<file path="config.mk">
export PLATFORM = sky130hd
export DESIGN_NAME = memory_write_arbiter
export DESIGN_NICKNAME = d
export VERILOG_FILES = /design/src/rtl/memory_write_arbiter.sv
export SDC_FILE = /design/constraint.sdc
export NUM_CORES = 1
export LEC_CHECK = 0
export ABC_CLOCK_PERIOD_IN_PS = 2600
export CAP_MARGIN = 0
export CORE_UTILIZATION = 25
export CTS_CLUSTER_DIAMETER = 100
export DETAILED_ROUTE_END_ITERATION = 10
export HOLD_SLACK_MARGIN = 0.03
export SLEW_MARGIN = 30
export SYNTH_ARGS = -nofsm -noshare
export SYNTH_HDL_FRONTEND = slang
export SYNTH_SLANG_ARGS = --single-unit
</file>
<file path="constraint.sdc">
create_clock -name clk -period 2.6 [get_ports clk]
set_input_delay 0.52 -clock clk [delete_from_list [all_inputs] [get_ports clk]]
set_output_delay 0.52 -clock clk [all_outputs]
set_load 0.01 [all_outputs]
</file>
<file path="src/rtl/memory_write_arbiter.sv">
// Round-robin arbiter sharing the memory unit write port among NREQ requesters.
// Each grant issues one single-cycle write, then a forced idle gap of GAP cycles.
module memory_write_arbiter #(
    parameter int NREQ = 4,
    parameter int IDW  = 2,
    parameter int DW   = 35,
    parameter int GAP  = 2
) (
    input  logic               clk,
    input  logic               arst,
    input  logic [NREQ-1:0]    req,
    input  logic [NREQ*DW-1:0] req_data,
    output logic [NREQ-1:0]    ack,
    output logic               mem_wren,
    output logic [DW-1:0]      mem_din,
    output logic [IDW-1:0]     grant_id,
    output logic               busy
);

    // Counter only needs to hold GAP-1; keep at least one bit for GAP <= 1.
    localparam int CW = (GAP > 1) ? $clog2(GAP) : 1;
    localparam logic [CW-1:0] GAP_LOAD = (GAP > 0) ? CW'(GAP - 1) : '0;
    localparam logic [IDW-1:0] LAST_ID = IDW'(NREQ - 1);

    typedef enum logic [1:0] {
        S_IDLE  = 2'd0,
        S_WRITE = 2'd1,
        S_HOLD  = 2'd2
    } state_t;

    state_t          r_state;
    logic [IDW-1:0]  r_rr_ptr;
    logic [CW-1:0]   r_gap_cnt;
    logic [NREQ-1:0] r_ack;
    logic            r_wren;
    logic [DW-1:0]   r_din;
    logic [IDW-1:0]  r_grant_id;
    logic            r_busy;

    logic            w_found;
    logic [IDW-1:0]  w_sel;
    logic [IDW-1:0]  w_next_ptr;
    logic [DW-1:0]   w_sel_data;
    logic [NREQ-1:0] w_sel_onehot;

    // Index of the k-th requester in scan order starting at base.
    function automatic logic [IDW-1:0] rr_index(
        input logic [IDW-1:0] base,
        input int             k
    );
        int s;
        s = int'(base) + k;
        if (s >= NREQ) begin
            s = s - NREQ;
        end
        return IDW'(s);
    endfunction

    // Cyclic scan from the round-robin pointer for the first active request.
    always_comb begin
        w_found = 1'b0;
        w_sel   = '0;
        for (int k = 0; k < NREQ; k++) begin
            if (!w_found && req[rr_index(r_rr_ptr, k)]) begin
                w_found = 1'b1;
                w_sel   = rr_index(r_rr_ptr, k);
            end
        end
    end

    // Pointer moves one past the winner, wrapping at the last requester.
    always_comb begin
        w_next_ptr = '0;
        if (w_sel != LAST_ID) begin
            w_next_ptr = w_sel + IDW'(1);
        end
    end

    // Record mux and one-hot acknowledge for the selected requester.
    always_comb begin
        w_sel_data   = '0;
        w_sel_onehot = '0;
        for (int i = 0; i < NREQ; i++) begin
            if (w_sel == IDW'(i)) begin
                w_sel_data      = req_data[i*DW +: DW];
                w_sel_onehot[i] = 1'b1;
            end
        end
    end

    // Arbitration FSM with all outputs registered.
    always_ff @(posedge clk) begin
        if (arst) begin
            r_state    <= S_IDLE;
            r_rr_ptr   <= '0;
            r_gap_cnt  <= '0;
            r_ack      <= '0;
            r_wren     <= 1'b0;
            r_din      <= '0;
            r_grant_id <= '0;
            r_busy     <= 1'b0;
        end else begin
            unique case (r_state)
                S_IDLE: begin
                    if (w_found) begin
                        r_din      <= w_sel_data;
                        r_wren     <= 1'b1;
                        r_ack      <= w_sel_onehot;
                        r_grant_id <= w_sel;
                        r_rr_ptr   <= w_next_ptr;
                        r_busy     <= 1'b1;
                        r_state    <= S_WRITE;
                    end
                end
                S_WRITE: begin
                    r_wren <= 1'b0;
                    r_ack  <= '0;
                    if (GAP > 0) begin
                        r_gap_cnt <= GAP_LOAD;
                        r_state   <= S_HOLD;
                    end else begin
                        r_busy  <= 1'b0;
                        r_state <= S_IDLE;
                    end
                end
                S_HOLD: begin
                    if (r_gap_cnt == '0) begin
                        r_busy  <= 1'b0;
                        r_state <= S_IDLE;
                    end else begin
                        r_gap_cnt <= r_gap_cnt - CW'(1);
                    end
                end
                default: begin
                    r_wren  <= 1'b0;
                    r_ack   <= '0;
                    r_busy  <= 1'b0;
                    r_state <= S_IDLE;
                end
            endcase
        end
    end

    assign ack      = r_ack;
    assign mem_wren = r_wren;
    assign mem_din  = r_din;
    assign grant_id = r_grant_id;
    assign busy     = r_busy;

    a_ack_onehot: assert property (
        @(posedge clk) disable iff (arst) $onehot0(r_ack)
    );

    a_ack_wren: assert property (
        @(posedge clk) disable iff (arst) ((|r_ack) == r_wren)
    );

endmodule

</file>
==> flow_summary_export.csv <==
group,metric,value,unit
place,placed_area,0.00514,mm²
drt,dr.pass1.iters,4,
clocking,post_cts_buffers,0,
sta,worst_slew_pin_slew,569,ps
sta,drv_slew,0,
sta,final_min_period_over_clock_period,94.3,%
drt,via_per_inst,4.96,
layout,antenna_cells,0,
synthesis,syn-cell-area,0.00297,mm²
power_and_ir_drop,power.leakage,2.15,nW
power_and_ir_drop,p_per_area,638,mW/mm²
synthesis,synth_warnings,0,
worst_setup_path,cp-start-kind,"primary input",
clocking,cts-root-buf,"clkbuf_16",
synthesis,async_flop_share,0,%
layout,syn_to_final_growth,82.4,%
power_and_ir_drop,pwr-share-seq,27.9,%
sta,finalHoldViolCount,0,
worst_setup_path,endpoint_kind,"flip-flop",
place,portBuffers,188,
run,drv_cap,0,
clocking,cts_tree,"yes",
global_route,grt_max_degree,51,
min_path,hold_path_class,"flip-flop to flip-flop",
place,place_congestion,0.865,
sta,setup-violations-final,0,
sta,fin_ws,148,ps
worst_setup_path,cp_max_fo,39,
global_route,track_usage,18.4,%
power_and_ir_drop,p_clk_share,23.2,%
synthesis,synth-main-ff-cell,"dfxtp_1",
sta,relSlewSlack,62.1,%
power_and_ir_drop,p_sw,1.18,mW
global_route,grt_overflow_total,0,
layout,drive_gt1_share,7.80,%
die,num_rows,39,
sta,finalClockSkew,9.59,ps
drt,drt_iter0_markers,226,
power_and_ir_drop,combPwrFrac,48.9,%
synthesis,synth.distinct_cells,29,
clocking,clk_pin_slew,70,ps
clocking,clock_latency,290,ps
clocking,cts_sinks,48,
layout,stdcell_area,0.00541,mm²
worst_setup_path,path_class,"primary input to flip-flop",
die,core,0.0115,mm²
power_and_ir_drop,irDropWorstVdd,0.368,mV
die,fp.dieArea,0.0123,mm²
layout,nets,767,
clocking,cts_buffer_depth,2,
worst_setup_path,crit_required,2750,ps
sta,min_period,2450,ps
die,die_h,111,µm
die,start_util,25.9,%
synthesis,syn_area_per_cell,6.83,µm²
layout,final_core_util,47.2,%
place,hpwlAfterDp,8350,µm
sta,max_freq,408,MHz
synthesis,synth_edf_count,0,
drt,routed_wl,11500,µm
synthesis,ys_ff_latch,48,
die,die_w,111,µm
global_route,grt_pass1_vias,3651,
die,ios,189,
worst_setup_path,cp.arrival,2610,ps
status,status,"finished, final reports clean",
drt,wl_per_cell,15.2,µm
place,dp_slack,-329,ps
global_route,grt_first_pass_wirelength,18400,µm
drt,antenna_left,0,
clocking,h-tree-depth,2,
clocking,cts_hold_buf,0,
power_and_ir_drop,netSwitchingFraction,34.1,%
global_route,grt_antenna_before_repair,0,
clocking,numCtsBuffers,5,
drt,route.detailed.drc,0,
synthesis,syn_nets,587,
drt,num_vias,3759,
synthesis,postSynthCellCount,434,
power_and_ir_drop,total_power,3.45,mW
synthesis,yosysSeqAreaShare,32.4,%
power_and_ir_drop,p_int,2.27,mW
power by group through the flow:
stage               registers, mW  clock network [mW]  logic [mW]
global placement            0.972                   0        1.64
floorplan                    1.03                   0       0.782
finish                      0.961               0.801        1.69
detailed placement          0.976                   0        1.66
global route                0.979               0.857        1.86
CTS                         0.961               0.834        1.67
worst max-delay path, stage by stage:
cell and delay (ps):
clkdlybuf4s50_1 510, buf_4 140, o21a_1 160, o22ai_4 100
inv_2 100, buf_4 100, ha_2 240, buf_12 220
a21oi_1 70, a221oi_1 330, nor3_1 90
synthesized netlist by cell type (2+ instances only):
cell type   n  area (µm²)
a211oi_1    3        22.5
a21oi_1    76         380
a221oi_1   35         307
a32oi_1     3        26.3
buf_2       7        35.0
buf_6       2        22.5
clkbuf_1   32         120
dfxtp_1    48         961
ha_1        7        87.6
inv_1      40         150
mux2i_1     2        20.0
nand2_1    39         146
nand3b_1    2        15.0
nor2_1     48         180
nor3_1     39         195
o21ai_0    37         185
o31ai_1     2        15.0
stage by stage:
stage	TNS, ps	instances	hold WS (ps)
finish	0	758	490
global route	-1.27	758	513
CTS	0	757	492
detailed placement	-9330	749	479
global placement	-7390	749	475
floorplan	0	434	467
final timing paths:
check	start	to	slack, ps	depth (start not counted)
worst min-delay path	mem_din[18]	mem_din[18]	490	2
worst min register to register	mem_din[18]	mem_din[18]	490	2
worst max register to register	r_rr_ptr[1]	mem_din[11]	330	9
worst max-delay path	req[2]	mem_din[11]	150	11
placed cells by master (no fill, tap or decap), drive strengths merged:
| cell | instances |
|---|---|
| or3 | 1 |
| o21a | 1 |
| clkdlybuf4s50 | 185 |
| and2 | 1 |
| clkbuf | 7 |
| nor2b | 1 |
| a221oi | 35 |
| a32oi | 3 |
| or2b | 1 |
| nand2 | 39 |
| dlymetal6s2s | 2 |
| bufinv | 1 |
| dfxtp | 48 |
| a21oi | 76 |
| nor4 | 1 |
| nor2 | 48 |
| a211oi | 3 |
| nor3b | 1 |
| o22ai | 1 |
| a21o | 1 |
| inv | 40 |
| ha | 7 |
| mux2i | 2 |
| o31ai | 2 |
| o21ai | 37 |
| buf | 28 |
| nand3b | 2 |
| nor3 | 40 |
| nand2b | 1 |
flip-flops by register name, summed over array words and instances, names as in the netlist:
| name | flops |
|---|---|
| mem_wren | 1 |
| r_state | 2 |
| grant_id | 2 |
| mem_din | 35 |
| ack | 4 |
| r_rr_ptr | 2 |
| r_gap_cnt | 1 |
| busy | 1 |
final cells by class:
cell class	count	area [µm²]
flip-flops and latches	48	961
well taps	143	179
inverters	40	150
clock inverters	1	30.0
clock buffers	7	153
repair buffers	215	2190
fillers	1141	6060
multi-input cells	304	1740
layer usage:
metal / routed length, µm / vias up / track usage (%)
met3: 812 / 12 / 4.59
met4: 176 / 0 / 4.71
met2: 5580 / 142 / 32.5
met1: 4930 / 1721 / 22.2
li1: - / 1884 / -
met5: 0 / - / 0
kinds of logic (layout without fill, tap and decap cells):
logic type / after synthesis / after routing / synth area share (%)
AOI/OAI and AO/OA: 159 / 159 / 32.3
adders and majority gates: 7 / 7 / 2.95
buffers and inverters: 82 / 263 / 11.2
DFF: 48 / 48 / 32.4
muxes: 2 / 2 / 0.675
and+or+nand+nor: 136 / 136 / 20.5
what timing repair did:
action | 4_1_cts | 5_1_grt
setup endpoints to repair | 2 | 30
pin swaps | 0 | 3
resized for setup | 1 | 10
No activity file was read; power rests on OpenSTA's default activity.
